File: src/rtl/tmds_encoder_multi.sv
// Purpose: CHANNELS-lane TMDS symbol encoder covering control, video, guard-band and TERC4 data-island symbols.
// Latency: 2 clk_pix cycles from input sample to tmds in every mode. Stage 1 forms q_m; stage 2 does DC balance.
// Backpressure: none. One symbol per lane is accepted and produced on every clock.
//
// Ports:
//   clk_pix   - pixel clock; all state changes on its rising edge
//   rst_pix   - synchronous active-high reset; loads the mode-0/ctrl=00 symbol everywhere
//   mode      - 0 control, 1 video, 2 video guard band, 3 data island (TERC4)
//   data_in   - 8 bits per lane, video byte
//   ctrl_in   - 2 bits per lane, control pair
//   aux_in    - 4 bits per lane, TERC4 nibble
//   tmds      - 10 bits per lane, bit 0 is serialised first
//   disparity - 6 bits per lane, signed running disparity after the symbol on tmds
//
// Build option: define TMDS_ENCODER_MULTI_TERC4_EN to enable TERC4 coding in mode 3.
// Without it, mode 3 produces control symbols from ctrl_in and aux_in is ignored.
module tmds_encoder_multi #(
  parameter int CHANNELS = 3
) (
  input  logic                    clk_pix,
  input  logic                    rst_pix,
  input  logic [1:0]              mode,
  input  logic [8*CHANNELS-1:0]   data_in,
  input  logic [2*CHANNELS-1:0]   ctrl_in,
  input  logic [4*CHANNELS-1:0]   aux_in,
  output logic [10*CHANNELS-1:0]  tmds,
  output logic [6*CHANNELS-1:0]   disparity
);

  localparam logic [1:0] MODE_CTRL   = 2'd0;
  localparam logic [1:0] MODE_VIDEO  = 2'd1;
  localparam logic [1:0] MODE_GUARD  = 2'd2;
`ifdef TMDS_ENCODER_MULTI_TERC4_EN
  localparam logic [1:0] MODE_ISLAND = 2'd3;
`endif
  localparam logic [9:0] SYM_RESET   = 10'h354;

  function automatic logic [3:0] ones8(input logic [7:0] v);
    logic [3:0] n;
    n = '0;
    for (int i = 0; i < 8; i++) n = n + {3'b000, v[i]};
    return n;
  endfunction

  // Transition-minimising stage: XNOR chain when the byte is ones-heavy.
  function automatic logic [8:0] qm_encode(input logic [7:0] d);
    logic [3:0] n1;
    logic       use_xnor;
    logic [8:0] q;
    n1       = ones8(d);
    use_xnor = (n1 > 4'd4) || ((n1 == 4'd4) && !d[0]);
    q        = '0;
    q[0]     = d[0];
    for (int i = 1; i < 8; i++) q[i] = use_xnor ? ~(q[i-1] ^ d[i]) : (q[i-1] ^ d[i]);
    q[8]     = ~use_xnor;
    return q;
  endfunction

  function automatic logic [9:0] ctrl_sym(input logic [1:0] ct);
    logic [9:0] s;
    case (ct)
      2'b00:   s = 10'h354;
      2'b01:   s = 10'h0AB;
      2'b10:   s = 10'h154;
      default: s = 10'h2AB;
    endcase
    return s;
  endfunction

`ifdef TMDS_ENCODER_MULTI_TERC4_EN
  function automatic logic [9:0] terc4_sym(input logic [3:0] a);
    logic [9:0] s;
    case (a)
      4'h0: s = 10'h29C;  4'h1: s = 10'h263;  4'h2: s = 10'h2E4;  4'h3: s = 10'h2E2;
      4'h4: s = 10'h171;  4'h5: s = 10'h11E;  4'h6: s = 10'h18E;  4'h7: s = 10'h13C;
      4'h8: s = 10'h2CC;  4'h9: s = 10'h139;  4'hA: s = 10'h19C;  4'hB: s = 10'h2C6;
      4'hC: s = 10'h28E;  4'hD: s = 10'h271;  4'hE: s = 10'h163;  default: s = 10'h2C3;
    endcase
    return s;
  endfunction
`else
  logic w_aux_unused;
  assign w_aux_unused = ^aux_in;
`endif

  // Mode is shared by all lanes and travels alongside stage-1 data.
  logic [1:0] r_s1_mode;

  always_ff @(posedge clk_pix) begin
    if (rst_pix) r_s1_mode <= MODE_CTRL;
    else         r_s1_mode <= mode;
  end

  for (genvar c = 0; c < CHANNELS; c++) begin : g_lane
    localparam logic [9:0] GUARD_SYM = (c % 3 == 1) ? 10'h133 : 10'h2CC;

    logic [8:0]        w_qm;
    logic [9:0]        w_fix;
    logic [8:0]        r_qm;
    logic [9:0]        r_fix;
    logic [3:0]        w_n1;
    logic signed [5:0] w_diff;
    logic signed [5:0] w_q2;
    logic signed [5:0] w_cnt_nx;
    logic [9:0]        w_tmds_nx;
    logic [9:0]        r_tmds;
    logic signed [5:0] r_cnt;

    // Stage 1: q_m for video, and the fixed symbol for every other mode.
    always_comb begin
      w_qm = qm_encode(data_in[8*c +: 8]);
      case (mode)
        MODE_GUARD:  w_fix = GUARD_SYM;
`ifdef TMDS_ENCODER_MULTI_TERC4_EN
        MODE_ISLAND: w_fix = terc4_sym(aux_in[4*c +: 4]);
`endif
        default:     w_fix = ctrl_sym(ctrl_in[2*c +: 2]);
      endcase
    end

    always_ff @(posedge clk_pix) begin
      if (rst_pix) begin
        r_qm  <= '0;
        r_fix <= SYM_RESET;
      end else begin
        r_qm  <= w_qm;
        r_fix <= w_fix;
      end
    end

    // Stage 2: DC balance. w_diff is N1-N0 of q_m[7:0], i.e. 2*N1-8.
    always_comb begin
      w_n1      = ones8(r_qm[7:0]);
      w_diff    = $signed({1'b0, w_n1, 1'b0}) - 6'sd8;
      w_q2      = r_qm[8] ? 6'sd2 : 6'sd0;
      w_tmds_nx = r_fix;
      w_cnt_nx  = '0;
      if (r_s1_mode == MODE_VIDEO) begin
        if ((r_cnt == 6'sd0) || (w_diff == 6'sd0)) begin
          w_tmds_nx = {~r_qm[8], r_qm[8], r_qm[8] ? r_qm[7:0] : ~r_qm[7:0]};
          w_cnt_nx  = r_qm[8] ? (r_cnt + w_diff) : (r_cnt - w_diff);
        end else if (((r_cnt > 6'sd0) && (w_diff > 6'sd0)) ||
                     ((r_cnt < 6'sd0) && (w_diff < 6'sd0))) begin
          w_tmds_nx = {1'b1, r_qm[8], ~r_qm[7:0]};
          w_cnt_nx  = r_cnt + w_q2 - w_diff;
        end else begin
          w_tmds_nx = {1'b0, r_qm[8], r_qm[7:0]};
          w_cnt_nx  = r_cnt + w_diff + w_q2 - 6'sd2;
        end
      end
    end

    always_ff @(posedge clk_pix) begin
      if (rst_pix) begin
        r_tmds <= SYM_RESET;
        r_cnt  <= '0;
      end else begin
        r_tmds <= w_tmds_nx;
        r_cnt  <= w_cnt_nx;
      end
    end

    assign tmds[10*c +: 10]     = r_tmds;
    assign disparity[6*c +: 6]  = r_cnt;
  end

endmodule
File: config.mk
export PLATFORM = sky130hd
export DESIGN_NAME = tmds_encoder_multi
export DESIGN_NICKNAME = d
export VERILOG_FILES = /design/src/rtl/tmds_encoder_multi.sv
export SDC_FILE = /design/constraint.sdc
export NUM_CORES = 1
export LEC_CHECK = 0
export BUFFER_PORTS_ARGS = -buffer_cell sky130_fd_sc_hd__buf_2
export CORE_UTILIZATION = 53
export DETAILED_ROUTE_END_ITERATION = 8
export PLACE_DENSITY = 0.84
export SLEW_MARGIN = 30
export SYNTH_ARGS = -nofsm -noshare
export SYNTH_HDL_FRONTEND = slang
export SYNTH_SLANG_ARGS = --single-unit
File: constraint.sdc
create_clock -name clk_pix -period 4.3 [get_ports clk_pix]
set_clock_uncertainty 0.05 [all_clocks]
set_input_delay 0.645 -clock clk_pix [delete_from_list [all_inputs] [get_ports clk_pix]]
set_output_delay 0.645 -clock clk_pix [all_outputs]
set_load 0.02 [all_outputs]
# --- Word-level counts from Yosys, hierarchy flattened ---
# Index checks and enable logic that the tools add are counted.
word_totals:
  regBits: 107
  in_bits: 46
  output_inout_bits: 48
  elab_cells: 240
classes:
  n_addsub: 63
  n_lt_le_gt_ge: 15
  n_eq_ne: 11
  muxes: 51
  bitwise: 52
  reduce_logical: 32
ops:
  columns: ["operator", "count"]
  rows:
  - ["$mux 10", 10]
  - ["$add 4x1->4", 24]
  - ["$pmux 10 s3", 3]
  - ["$mux 6", 9]
  - ["$add 6x3->6", 6]
  - ["$gt 6x1->1 const B", 6]
  - ["$logic_not 6->1", 6]
  - ["$lt 6x1->1 const B", 6]
  - ["$sub 6x6->6", 6]
  - ["$not 1->1", 28]
  - ["$add 3x1->4", 6]
  - ["$mux 8", 3]
  - ["$not 8->8", 3]
  - ["$mux 1", 21]
  - ["$xor 1x1->1", 21]
  - ["$add 2x1->3", 6]
  - ["$add 6x6->6", 3]
  - ["$mux 9", 2]
  - ["$sub 5x4->6 const B", 3]
  - ["$sub 6x3->6 const B", 3]
  - ["$add 1x1->2", 6]
  - ["$eq 4x3->1 const B", 3]
  - ["$gt 4x3->1 const B", 3]
  - ["$logic_and 1x1->1", 9]
  - ["7 further kinds", 28]

# --- Depth between registers and ports, before layout ---
logic_depth:
  ltp_word: 29
  ltp_mapped: 18
  depth_no_buf: 18

# --- Least setup slack after synthesis ---
# No wires, ideal clock.
synth_path:
  path_type: "reg-to-reg"
  startpoint: "reg g_lane[2].r_qm[0]"
  endpoint: "reg g_lane[2].r_cnt[5]"
  setup_ns: 0.116
  t_arrival_ns: 4.460
  required_time_ns: 4.134
  path_slack_ns: -0.327
  path_stages_with_launch: 19
  n_path_buf: 1
  synth_period_minus_slack_ns: 4.627
  path_cell_list: "dfxtp_1 > inv_1 > fa_1 > fa_1 > fa_1 > inv_1 > ha_1 > fa_1 > xor2_1 > ha_1 > clkbuf_1 > xor2_1 > inv_1 > ha_1 > a21o_1 > a21oi_1 > xor2_1 > xnor2_1 > a31o_2"
synth_via:
  elab_chain_len: 13
  elab_cells_between_ends: 23
  cone_classes: "13 x add/sub; 2 x order compare; 3 x mux; 5 x reduce/logical"
synth_rtl:
  columns: ["item", "line", "text"]
  rows:
  - ["from (decl)", "99", "logic [8:0] r_qm;"]
  - ["from (signal assigned)", "126", "r_qm <= w_qm;"]
  - ["$add 1x1->2 (*)", "41", "for (int i = 0; i < 8; i++) n = n + {3'b000, v[i]};"]
  - ["$add 2x1->3 (*)", "41", null]
  - ["$add 3x1->4 (*)", "41", null]
  - ["$add 4x1->4 (*) (4 in series)", "41", null]
  - ["$sub 5x4->6 (*)", "134", "w_diff = $signed({1'b0, w_n1, 1'b0}) - 6'sd8;"]
  - ["$add 6x6->6, or another cell as far along", "141, 148", null]
  - ["$add 6x3->6, or another cell as far along", "148", "w_cnt_nx = r_cnt + w_diff + w_q2 - 6'sd2;"]
  - ["$sub 6x3->6 or $logic_or 1x1->1 (tied branches)", "148, 142", null]
  - ["$mux 6", "142", "end else if (((r_cnt > 6'sd0) && (w_diff > 6'sd0)) ||"]
  - ["$mux 6 (*)", "139", "if ((r_cnt == 6'sd0) || (w_diff == 6'sd0)) begin"]
  - ["to (signal assigned)", "159", "r_cnt <= w_cnt_nx;"]
  - ["to (decl)", "107", "logic signed [5:0] r_cnt;"]
# Mark *: on every way between the ends. The rest lies on a longest branch, timed or not.
# A chain may end at the register's enable or synchronous reset.

# --- Final worst setup path ---
layout_path:
  startpoint: "reg g_lane[0].r_qm[0]"
  endpoint: "reg g_lane[0].r_cnt[5]"
layout_via:
  elab_chain_len: 13
  elab_cells_between_ends: 23
  cone_classes: "13 x add/sub; 2 x order compare; 3 x mux; 5 x reduce/logical"
layout_rtl:
  columns: ["item", "line"]
  rows:
  - ["from (decl)", "99"]
  - ["from (signal assigned)", "126"]
  - ["$add 1x1->2 (*)", "41"]
  - ["$add 2x1->3 (*)", "41"]
  - ["$add 3x1->4 (*)", "41"]
  - ["$add 4x1->4 (*) (4 in series)", "41"]
  - ["$sub 5x4->6 (*)", "134"]
  - ["$add 6x6->6, or another cell as far along", "141, 148"]
  - ["$add 6x3->6, or another cell as far along", "148"]
  - ["$sub 6x3->6 or $logic_or 1x1->1 (tied branches)", "148, 142"]
  - ["$mux 6", "142"]
  - ["$mux 6 (*)", "139"]
  - ["to (signal assigned)", "159"]
  - ["to (decl)", "107"]
# Marked as above.

==> out/results.ini <==
[status]
run_status = complete, but fails checks
violations = setup timing

[yosys]
postSynthAreaPerCell_um2 = 9.146
yosysSeqAreaShare = 0.2661
synth.distinct_cells = 44
synth.largest_area_cell = dfxtp_1
synth_edf_count = 0
yosysMostFrequentCell = inv_1
ys_seq_elements = 89
synthTopCellsByCount = inv_1 (133), dfxtp_1 (89), ha_1 (82)
async_flop_share = 0
synth_top_area_share = 0.2661
synth_area_leaders = dfxtp_1 (27%), ha_1 (15%), fa_1 (13%)
yosysWarnings = 0
synth-main-ff-cell = dfxtp_1
netlist_instances = 732
syn_area_mm2 = 0.006695

[setup_path]
r2r_start = g_lane[0].r_qm[0]$_SDFF_PP0_
start_kind = flip-flop
crit_cells = 17
crit_fanout = 2
endpoint = g_lane[0].r_cnt[5]$_SDFF_PP0_
cpMostUsedCell = inv_2
reg2regPathDepth = 17
worst_ep_required_time_ns = 4.49
rr_endpoint = g_lane[0].r_cnt[5]$_SDFF_PP0_
crit_chain = inv_2 > fa_1 > fa_1 > fa_1 > inv_2 > ha_4 > fa_2 > inv_2 > fa_2 > xor2_2 > inv_2 > ha_1 > a21o_1 > a21oi_2 > xor2_1 > xnor2_1 > a41o_1
cp-end-kind = flip-flop
r2r_slack_ns = -0.43
startpoint = g_lane[0].r_qm[0]$_SDFF_PP0_
slowest_stage = fa_1
critPathBufInv = 4
crit_family = adder cells
critical_path_class = reg -> reg
cp.arrival_ns = 4.92
cpPeakStageDelay_ns = 0.56

[global_route]
grt_max_degree = 35
grt_util_met2 = 0.5176
grt_pass1_wl_mm = 29.52
grt_pass1_vias = 6102
antenna_found_initial = 0
track_usage = 0.2908
grtUsageMet3 = 0.03547
grtUsageMet1 = 0.3398
grt_overflow = 0
grt-busiest-layer = met2

[routing]
vias = 6070
drc = 0
wire_per_inst_um = 20.15
ant_nets = 0
firstDrtPassIters = 6
via_per_inst = 5.689
drt_iter0_markers = 467
wirelength_mm = 21.50

[cells_and_area]
nets = 1067
syn2layout_area_growth_pct = 36.27
drive_gt1_frac = 0.3648
antenna_cells = 0
layout.cells.non_filler = 1067
fillCellCount = 682
stdcell_area_mm2 = 0.009124

[placed_design]
portBuffers = 78
dpl.cell_count = 1037
place_hpwl_mm = 11.75
place.gp.congestion = 0.8600
post_dp_cell_area_mm2 = 0.007924

[timing]
setup_viol = 32
slew_headroom = 0.4639
fin_hold_ws_ns = 0.4123
max_clock_freq_ghz = 0.2114
rsz0062_at_grt = true
worst_pin_slew_ns = 0.8033
layout_setup_ws_ns = -0.4306
slew_viol_final = 0
setup_tns_ns = -7.489
hold_viol_final = 0
fin_crit_sh = 1.100
min_period_ns = 4.731

[floorplanning]
io_pins = 94
die_x_um = 114.4
rows = 40
start_util = 0.5505
fp.dieArea_mm2 = 0.01309
die_h_um = 114.4
coreArea_mm2 = 0.01216

[cts]
clk_latency_ns = 0.35
cts.clk_slew.worst_paths_ns = 0.07
cts_buffers = 9
cts_hold_buffers = 0
cts_sinks = 89
cts_max_path_buffers = 2
cts_root_buf = clkbuf_16
cts_tree = built
cts.htree.levels = 3

[min_path]
hold_class = reg -> reg
holdCritStartpoint = g_lane[2].r_fix[9]$_SDFF_PP1_

[flow_run]
max-cap-violations = 0

## sequential cells by signal (all words and copies together), names as in the netlist
name	count
g_lane.r_tmds	30
g_lane.r_qm	27
g_lane.r_cnt	15
g_lane.r_fix	15
r_s1_mode	2
## layer usage
metal  routed length [µm]  share of wire  up-vias
met2                10470           0.49      410
met1                 8033           0.37     2897
met3                 1670          0.078      126
li1                     -              -     2637
met4                 1334          0.062        0
met5                    0              0        -
## tightest hold or removal path: stages (launching register included)
cell	delay (ns)
dfxtp_1	0.31
nand2_1	0.06
nand3_2	0.07
## cell type report
| class | instances | area [µm²] | area share |
|---|---|---|---|
| tap | 168 | 210.2 | 0.02304 |
| multi-input combinational | 489 | 5085 | 0.5573 |
| timing repair buffer | 172 | 1180 | 0.1293 |
| inverter | 133 | 499.2 | 0.05472 |
| clock inverter | 6 | 118.9 | 0.01303 |
| clock buffer | 10 | 239.0 | 0.02619 |
| sequential | 89 | 1792 | 0.1964 |
## what timing repair did
action / 4_1_cts / 5_1_grt
resized for setup: 76 / 64
endpoints found under the setup margin: 37 / 42
hold endpoints to repair: 0 / 0
pin swaps: 55 / 48
buffers inserted: 5 / 9
## worst min path at each step
stage	end	slack [ns]	cells after the start
2_1_floorplan	g_lane[0].r_tmds[9]$_SDFF_PP1_	0.37	2
3_3_place_gp	g_lane[1].r_tmds[9]$_SDFF_PP1_	0.38	2
3_5_place_dp	g_lane[2].r_tmds[9]$_SDFF_PP1_	0.38	2
6_report	g_lane[2].r_tmds[9]$_SDFF_PP1_	0.41	2
4_1_cts	g_lane[2].r_tmds[9]$_SDFF_PP1_	0.40	2
5_1_grt	g_lane[2].r_tmds[9]$_SDFF_PP1_	0.41	2
## metrics by stage
| stage | util | worst slack [ns] |
|---|---|---|
| after floorplan | - | -0.2230 |
| after global placement | 0.6515 | -0.2992 |
| after detailed placement | 0.6515 | -0.3625 |
| after CTS | 0.7151 | -0.2902 |
| after global routing | 0.7502 | -0.5387 |
| final | 0.7502 | -0.4306 |
## cells in the final DEF, fill, tap and decap left out, drive strengths merged, types with 7 or more instances in the layout
cell and count:
a211oi 11, a21o 9, a21oi 51, buf 172
clkbuf 10, dfxtp 89, fa 45, ha 82
inv 136, mux2i 8, nand2 21, nor2 68
nor3 7, o21ai 22, o21bai 9, xnor2 74
xor2 27
## kinds of logic after synthesis
kind of cell,Yosys count,synth area share
simple gates,118,0.07774
fa+ha+maj,127,0.2878
mux,8,0.01383
xor+xnor,104,0.1422
compound gates,129,0.1196
buf+inv,156,0.09213
other cells,1,0.0005601
flops,89,0.2661
Power is not shown: default switching activity piles up to over one toggle a cycle in this logic, so the estimate is an artifact.
